File: src/rtl/pingpong_addr_ctrl.sv
// Ping-pong BRAM address controller: fills two banks with incoming samples and
// streams each completed frame to the consumer until it is released.
module pingpong_addr_ctrl #(
    parameter int ADDR_W = 12
) (
    input  logic              clk,
    input  logic              rst_n,
    input  logic [ADDR_W-1:0] load,
    input  logic              s_valid,
    output logic              wr_en,
    output logic [ADDR_W-1:0] wr_addr,
    output logic              wr_bank,
    input  logic              rd_ready,
    output logic              rd_valid,
    output logic [ADDR_W-1:0] rd_addr,
    output logic              rd_bank,
    output logic              rd_last,
    output logic              frame_rdy,
    input  logic              proc_done,
    input  logic              ovr_clr,
    output logic              overrun
);
    typedef enum logic {W_FILL, W_STALL} wstate_e;
    typedef enum logic [1:0] {R_IDLE, R_STREAM, R_HOLD} rstate_e;

    localparam logic [ADDR_W-1:0] ONE = ADDR_W'(1);

    wstate_e           wst_q;
    rstate_e           rdst_q;
    logic [ADDR_W-1:0] wr_addr_q, rd_addr_q, load_q;
    logic [ADDR_W-1:0] len_q [2];
    logic              wr_bank_q, rd_bank_q, overrun_q;
    logic [1:0]        bank_full_q, bank_full_d, full_set, full_clr;
    logic              wr_done, rd_accept, rd_release, overrun_d;

    assign wr_en      = s_valid && (wst_q == W_FILL) && (load_q != '0);
    assign wr_done    = wr_en && (wr_addr_q == load_q - ONE);
    assign rd_valid   = (rdst_q == R_STREAM);
    assign rd_last    = rd_valid && (rd_addr_q == len_q[rd_bank_q] - ONE);
    assign rd_accept  = rd_valid && rd_ready;
    assign rd_release = (rdst_q == R_HOLD) && proc_done;
    assign frame_rdy  = (rdst_q == R_STREAM) || (rdst_q == R_HOLD);

    assign wr_addr = wr_addr_q;
    assign wr_bank = wr_bank_q;
    assign rd_addr = rd_addr_q;
    assign rd_bank = rd_bank_q;
    assign overrun = overrun_q;

    // The writer only sets the bank it is filling (never full) and the reader
    // only clears the bank it holds (always full), so the masks never collide.
    always_comb begin
        full_set = '0;
        full_clr = '0;
        full_set[wr_bank_q] = wr_done;
        full_clr[rd_bank_q] = rd_release;
        bank_full_d = (bank_full_q & ~full_clr) | full_set;
        overrun_d   = ((wst_q == W_STALL) && s_valid) || (overrun_q && !ovr_clr);
    end

    always_ff @(posedge clk or negedge rst_n) begin
        if (!rst_n) begin
            bank_full_q <= '0;
            overrun_q   <= 1'b0;
        end else begin
            bank_full_q <= bank_full_d;
            overrun_q   <= overrun_d;
        end
    end

    // Writer: frame length is latched while parked at address 0, so a load
    // change mid-frame only affects the next frame.
    always_ff @(posedge clk or negedge rst_n) begin
        if (!rst_n) begin
            wst_q     <= W_FILL;
            wr_addr_q <= '0;
            wr_bank_q <= 1'b0;
            load_q    <= '0;
            len_q[0]  <= '0;
            len_q[1]  <= '0;
        end else if (wst_q == W_FILL) begin
            if (wr_addr_q == '0)
                load_q <= load;
            if (wr_done) begin
                wr_addr_q        <= '0;
                len_q[wr_bank_q] <= load_q;
                if (!bank_full_q[~wr_bank_q])
                    wr_bank_q <= ~wr_bank_q;
                else
                    wst_q <= W_STALL;
            end else if (wr_en) begin
                wr_addr_q <= wr_addr_q + ONE;
            end
        end else begin
            if (!bank_full_q[~wr_bank_q]) begin
                wr_bank_q <= ~wr_bank_q;
                wst_q     <= W_FILL;
            end
        end
    end

    always_ff @(posedge clk or negedge rst_n) begin
        if (!rst_n) begin
            rdst_q    <= R_IDLE;
            rd_addr_q <= '0;
            rd_bank_q <= 1'b0;
        end else begin
            case (rdst_q)
                R_IDLE: begin
                    if (bank_full_q[rd_bank_q]) begin
                        rdst_q    <= R_STREAM;
                        rd_addr_q <= '0;
                    end
                end
                R_STREAM: begin
                    if (rd_accept) begin
                        if (rd_last)
                            rdst_q <= R_HOLD;
                        else
                            rd_addr_q <= rd_addr_q + ONE;
                    end
                end
                R_HOLD: begin
                    if (proc_done) begin
                        rd_bank_q <= ~rd_bank_q;
                        rdst_q    <= R_IDLE;
                    end
                end
                default: rdst_q <= R_IDLE;
            endcase
        end
    end
endmodule
File: config.mk
export PLATFORM = sky130hd
export DESIGN_NAME = pingpong_addr_ctrl
export DESIGN_NICKNAME = d
export VERILOG_FILES = /design/src/rtl/pingpong_addr_ctrl.sv
export SDC_FILE = /design/constraint.sdc
export NUM_CORES = 1
export LEC_CHECK = 0
export CORE_MARGIN = 4
export CORE_UTILIZATION = 33
export CTS_BUF_LIST = sky130_fd_sc_hd__clkbuf_8
export DETAILED_ROUTE_END_ITERATION = 10
export GPL_TIMING_DRIVEN = 0
export MAX_ROUTING_LAYER = met4
export PLACE_DENSITY = 0.64
export SLEW_MARGIN = 20
export SYNTH_ARGS = -nofsm -noshare
export SYNTH_HDL_FRONTEND = slang
export SYNTH_SLANG_ARGS = --single-unit
export TNS_END_PERCENT = 10
File: constraint.sdc
create_clock -name clk -period 5.5 [get_ports clk]
set_clock_uncertainty 0.15 [all_clocks]
set_input_delay 0.55 -clock clk [delete_from_list [all_inputs] [get_ports clk]]
set_output_delay 0.55 -clock clk [all_outputs]
set_load 0.005 [all_outputs]
==> results of run 1 <==
## stage by stage
step           cells  util (%)  power [W]
2_1_floorplan    399         -    0.00140
3_3_place_gp     615      39.9    0.00168
3_5_place_dp     616      40.1    0.00172
4_1_cts          635      42.3    0.00227
5_1_grt          635      42.4    0.00242
6_report         635      42.4    0.00225
## repair_timing
item | CTS | global route
pin swaps | 1 | 0
hold endpoints to repair | 13 | 0
gates resized for setup | 0 | 1
setup buffers | 2 | 0
setup endpoints to repair | 1 | 1
hold buffers | 1 | 0
## logic make-up (layout without fill, tap and decap cells)
logic type,Yosys count,count (layout),synth area share (%)
compound gates,58,58,8.60
xor+xnor,46,46,9.65
fa+ha+maj,9,9,2.70
buf+inv,31,99,4.19
flops,68,68,40.7
mux,53,53,15.5
simple gates,134,134,18.7
## registers in the layout, indices dropped and copies added, names as in the netlist
register and cells:
bank_full_q 2, len_q 24, load_q 12, overrun 1, rd_addr 12, rd_bank 1
rdst_q 2, wr_addr 12, wr_bank 1, wst_q 1
## placed cells by master, fill, tap and decap left out, types with 3 or more instances in the layout
cell type         n
xnor2_1          22
nor3_1           12
buf_2             4
mux2_4           18
or4_1             4
clkdlybuf4s50_1  47
nand4_1           7
nor2b_1           3
nor2_1           17
nand3_1          16
inv_1            14
a21oi_1          17
buf_6             3
nand2_1          20
clkbuf_8         10
xor2_1           24
mux2_2           19
mux2i_1          15
buf_4             4
ha_1              9
clkbuf_1          6
bufinv_16         3
and3_1            7
o21ai_0          20
or2_2             3
dfrtp_1          67
or3_1            17
nor4_1            5
nor3b_1           3
## final cells by class
class / count / area share (%)
Clock buffer: 10 / 2.66
Inverter: 14 / 1.02
Buffer: 17 / 2.37
Clock inverter: 6 / 2.15
Multi-Input combinational cell: 300 / 44.6
Sequential cell: 68 / 32.9
Timing Repair Buffer: 52 / 10.3
Tap cell: 168 / 4.06
## critical path, cell delays in order (launching register included)
cell	delay, ns
dfrtp_2	0.46
buf_4	0.20
buf_2	0.24
buf_2	0.30
mux2i_1	0.32
ha_1	0.26
or4bb_1	0.55
a222oi_1	0.36
buf_4	0.19
xor2_1	0.07
or4_1	0.42
nand3_2	0.12
and4_1	0.22
clkdlybuf4s50_1	0.51
## where the power goes
part           total, W  internal (W)  switching, W
clock          0.000518      0.000313      0.000205
combinational  0.000982      0.000496      0.000487
sequential     0.000754      0.000596      0.000158
total           0.00225       0.00140      0.000850
## metal layers
layer | part of all wire (%) | wire length (um)
met5 | 0 | 0
met4 | 0.60 | 59
met3 | 3.5 | 343
met2 | 48 | 4690
met1 | 48 | 4780
## path summary, 6_finish.rpt
check | from | end | slack [ns] | depth (start not counted)
max in group asynchronous | rst_n | load_q[0]$_DFFE_PN0P_ | 4.23 | 3
max | rd_bank$_DFFE_PN0P_ | rd_last | 0.25 | 13
min reg2reg | len_q[11]$_DFFE_PN0P_ | len_q[11]$_DFFE_PN0P_ | 0.39 | 1
min | len_q[11]$_DFFE_PN0P_ | len_q[11]$_DFFE_PN0P_ | 0.39 | 1
max reg2reg | rd_bank$_DFFE_PN0P_ | rd_addr[5]$_DFFE_PN0P_ | 0.95 | 15
min in group asynchronous | rst_n | rd_addr[10]$_DFFE_PN0P_ | 0.44 | 2
==> flow_metrics.py, run 1 <==
metrics = {
    "status": {
        "outcome": "finished, final reports clean",
    },
    "cells_and_area": {
        "fin_nets": 489,
        "design_area_mm2": 0.00517,
        "multi_input_area_mm2": 0.00230,
        "num_antenna_cells": 0,
        "seq_area_mm2": 0.00170,
        "area_growth_pct": 23.8,
        "drive_gt1_share_pct": 17.3,
        "fill_cells": 1255,
    },
    "sta": {
        "holdWs_ns": 0.385,
        "finalHoldViolCount": 0,
        "worstMarginPinSlew_ns": 0.685,
        "slew_headroom_pct": 54.1,
        "slew_violations": 0,
        "rsz0062_at_grt": "no",
        "max_freq_mhz": 190,
        "finalSetupTns_ns": 0,
        "min_period_over_period_pct": 95.5,
        "min_period_ns": 5.25,
        "timing.final.ws_setup_ns": 0.246,
        "setup_viol": 0,
    },
    "clocking": {
        "cts-root-buf": "clkbuf_8",
        "clk_latency_ns": 0.35,
        "cts_tree": "built",
        "cts.path.max_buffers": 2,
        "cts_sinks": 68,
        "h-tree-depth": 3,
        "clk_pin_slew_ns": 0.08,
        "cts_buffers": 9,
    },
    "detailed_routing": {
        "wl_per_cell_um": 15.5,
        "vias_per_cell": 5.00,
        "vias": 3178,
        "drtPass1Iterations": 4,
        "drc": 0,
        "drt_iter0_markers": 153,
        "antenna_left": 0,
        "wl_mm": 9.87,
    },
    "yosys": {
        "synth_nets": 426,
        "synthCells": 399,
        "synth_enable_flop_cells": 0,
        "yosysUniqueCellTypes": 60,
        "yosys.area.top_type_share_pct": 40.7,
        "synth_top_area_cell": "dfrtp_1",
        "async_flop_share_pct": 100,
        "synth.area.top_cells": "dfrtp_1 41%, mux2_4 6.5%, mux2_2 5.1%",
        "synth_area_mm2": 0.00418,
        "ys_ff_latch": 68,
        "synth_flop_cell": "dfrtp_1",
        "synthMostInstantiatedCell": "dfrtp_1",
        "ys_seq_area_share_pct": 40.7,
        "yosysWarnings": 0,
        "synth_commonest_cells": "68 x dfrtp_1, 24 x xor2_1, 22 x xnor2_1",
        "avgSynthCellArea_um2": 10.5,
    },
    "floorplan": {
        "die_w_um": 121,
        "core_mm2": 0.0122,
        "ioPinCount": 49,
        "die_h_um": 121,
        "dieArea_mm2": 0.0145,
        "initial_utilization_pct": 34.2,
        "rows": 40,
    },
    "grt": {
        "grtUsageMet1_pct": 19.6,
        "overflow": 0,
        "grt_pass1_vias": 3327,
        "grt_usage_pct": 14.8,
        "grt_pass1_wl_mm": 16.8,
        "met3_usage_pct": 3.84,
        "grtUsageMet2_pct": 23.3,
        "antenna_found_initial": 0,
        "busiest_layer": "met2",
        "grt_max_degree": 56,
    },
    "power": {
        "power_density_mw_per_mm2": 436,
        "ir_drop_mv": 0.258,
        "leakage_nw": 2.18,
    },
    "placed_design": {
        "gp_congestion": 0.804,
        "place_ws_ns": 0.344,
        "post-dp-hpwl_mm": 7.33,
        "dpl_cell_area_mm2": 0.00490,
        "port-buffer-count": 48,
    },
    "run": {
        "drv_cap": 0,
    },
    "critical_path": {
        "arrival_ns": 4.55,
        "path_class": "flop to output port",
        "critPathMaxFanout": 10,
        "worst_setup_path_end_kind": "output port",
        "worstPathRequired_ns": 4.80,
        "startpoint_type": "flop",
    },
    "hold_path": {
        "hold_class": "flop to flop",
    },
}
No activity file was read; power rests on OpenSTA's default activity.
==> inputs of run 2 (changes only) <==
--- a/config.mk
+++ b/config.mk
@@ -5,7 +5,7 @@
 export SDC_FILE = /design/constraint.sdc
 export NUM_CORES = 1
 export LEC_CHECK = 0
-export CORE_MARGIN = 4
+export CORE_MARGIN = 2
 export CORE_UTILIZATION = 33
 export CTS_BUF_LIST = sky130_fd_sc_hd__clkbuf_8
 export DETAILED_ROUTE_END_ITERATION = 10
==> run 2 against run 1 <==
Compared with the run above: highest routed layer unchanged; sequential power fell by 0.5%; flip-flop and latch count is the same; first-iteration DRC count up 59%; clock-buffer cell count shrank 1.
==> flow_metrics.py, run 2 (synthesized netlist as in run 1, its figures left out) <==
metrics = {
    "hold_path": {
        "min_to": "rdst_q[1]$_DFFE_PN0P_",
        "hold_class": "flop to flop",
        "worstHoldStart": "rdst_q[1]$_DFFE_PN0P_",
        "min_path_cells": 1,
    },
    "cells_and_area": {
        "area_growth_pct": 23.3,
        "fill_cells": 1214,
        "final_common_cell": "dfrtp_1",
        "num_antenna_cells": 0,
        "seq_area_mm2": 0.00170,
        "multi_input_area_mm2": 0.00231,
        "largest_register_ffs": 24,
        "drive_gt1_share_pct": 17.2,
        "design_area_mm2": 0.00515,
        "fin_nets": 488,
        "top_register": "len_q",
        "mostFrequentLayoutCells": "68 x dfrtp_1, 47 x clkdlybuf4s50_1, 24 x xor2_1",
    },
    "floorplan": {
        "ioPinCount": 49,
        "dieArea_mm2": 0.0136,
        "die_w_um": 117,
        "rows": 41,
        "core_mm2": 0.0125,
        "die_h_um": 117,
        "initial_utilization_pct": 33.5,
    },
    "detailed_routing": {
        "wl_mm": 9.67,
        "drtPass1Iterations": 4,
        "wl_per_cell_um": 15.2,
        "drt_iter0_markers": 244,
        "vias_per_cell": 5.09,
        "vias": 3246,
        "drc": 0,
        "antenna_left": 0,
    },
    "critical_path": {
        "slowest_stage": "or4bb_1",
        "r2r-start": "rd_bank$_DFFE_PN0P_",
        "slowest_delay_ns": 0.55,
        "worst_setup_path_end_kind": "output port",
        "r2r_end": "rd_addr[8]$_DFFE_PN0P_",
        "path_common_cell": "buf_4",
        "startpoint_type": "flop",
        "cp_num_buf_inv": 5,
        "path_class": "flop to output port",
        "reg2reg_depth": 15,
        "critPathMaxFanout": 10,
        "arrival_ns": 4.50,
        "crit_chain": "buf_4 > buf_2 > clkbuf_4 > mux2i_2 > ha_1 > or4bb_1 > a222oi_1 > buf_4 > xor2_1 > or4_1 > nand3_2 > and4_1 > clkdlybuf4s50_1",
        "r2r_slack_ns": 0.95,
        "worstPathRequired_ns": 4.80,
        "critPathTopFamily": "buffers and inverters",
    },
    "clocking": {
        "cts_tree": "built",
        "cts-root-buf": "clkbuf_8",
        "clk_pin_slew_ns": 0.08,
        "cts.path.max_buffers": 2,
        "cts_sinks": 68,
        "h-tree-depth": 3,
        "cts_buffers": 9,
        "clk_latency_ns": 0.35,
    },
    "power": {
        "ir_drop_mv": 0.217,
        "power_density_mw_per_mm2": 424,
        "leakage_nw": 2.16,
    },
    "run": {
        "drv_cap": 0,
    },
    "grt": {
        "antenna_found_initial": 0,
        "overflow": 0,
        "grt_usage_pct": 15.7,
        "grt_max_degree": 48,
        "grt_pass1_wl_mm": 16.2,
        "grt_pass1_vias": 3273,
    },
    "sta": {
        "finalHoldViolCount": 0,
        "worstMarginPinSlew_ns": 0.685,
        "max_freq_mhz": 192,
        "finalSetupTns_ns": 0,
        "slew_headroom_pct": 54.1,
        "min_period_ns": 5.20,
        "slew_violations": 0,
        "rsz0062_at_grt": "no",
        "min_period_over_period_pct": 94.5,
        "setup_viol": 0,
    },
    "placed_design": {
        "dpl_cell_area_mm2": 0.00490,
        "port-buffer-count": 48,
        "gp_congestion": 0.816,
        "post-dp-hpwl_mm": 7.16,
    },
    "status": {
        "outcome": "finished, final reports clean",
    },
}
run 2: what timing repair did:
| action | in CTS | in global routing |
|---|---|---|
| endpoints found under the setup margin | 1 | 1 |
| hold buffers | 1 | 0 |
| pin swaps | 1 | 0 |
| gates resized for setup | 0 | 2 |
| hold endpoints to repair | 21 | 0 |
| buffers inserted | 1 | 0 |
run 2: worst register-to-register path, cell delays in order, from the launching register on:
cell      delay (ns)
dfrtp_1         0.48
buf_4           0.22
buf_2           0.25
clkbuf_4        0.28
mux2i_2         0.29
ha_1            0.23
or4bb_1         0.55
a222oi_1        0.36
buf_4           0.19
xor2_1          0.06
or4_1           0.42
nand3_2         0.12
a41o_1          0.21
clkbuf_1        0.34
o21ai_0         0.17
a21oi_1         0.16
run 2: how the worst max path moves through the flow:
stage | from | to | slack, ns | cells past startpoint
floorplan | rd_bank$_DFFE_PN0P_ | rdst_q[0]$_DFFE_PN0P_ | 1.40 | 13
finish | rd_bank$_DFFE_PN0P_ | rd_last | 0.30 | 13
global placement | rd_bank$_DFFE_PN0P_ | rd_last | 0.47 | 12
CTS | rd_bank$_DFFE_PN0P_ | rd_last | 0.17 | 13
global route | rd_bank$_DFFE_PN0P_ | rd_last | 0.04 | 13
detailed placement | rd_bank$_DFFE_PN0P_ | rd_last | 0.39 | 12
run 2: cell type report:
class                   instances  share of cell area [%]
multi-input cells             300                    44.8
flip-flops and latches         68                    33.0
repair buffers                 51                    10.2
well taps                     172                    4.18
plain buffers                  17                    2.43
clock buffers                   9                    2.41
clock inverters                 7                    1.94
inverters                      14                    1.02
run 2: power by group:
part	total, W	internal (W)	switching (W)
clock	0.000465	0.000258	0.000207
combinational	0.000969	0.000489	0.000480
sequential	0.000750	0.000595	0.000155
run 2: through the flow:
step           std cells  hold slack [ns]  total power [W]  utilization, %  setup slack [ns]
5_1_grt              638            0.405          0.00235            41.3            0.0353
2_1_floorplan        399            0.104          0.00140               -              1.40
3_3_place_gp         619            0.351          0.00167            39.1             0.469
3_5_place_dp         620            0.324          0.00171            39.3             0.386
4_1_cts              638            0.385          0.00220            41.3             0.174
6_report             638            0.379          0.00218            41.3             0.301
run 2: metal layers:
layer / vias up / GRT usage (%) / wire [um]
met3: 12 / 3.94 / 371
met1: 1588 / 20.1 / 4520
li1: 1568 / - / -
met2: 78 / 25.0 / 4630
met5: - / - / 0
met4: 0 / 4.21 / 144
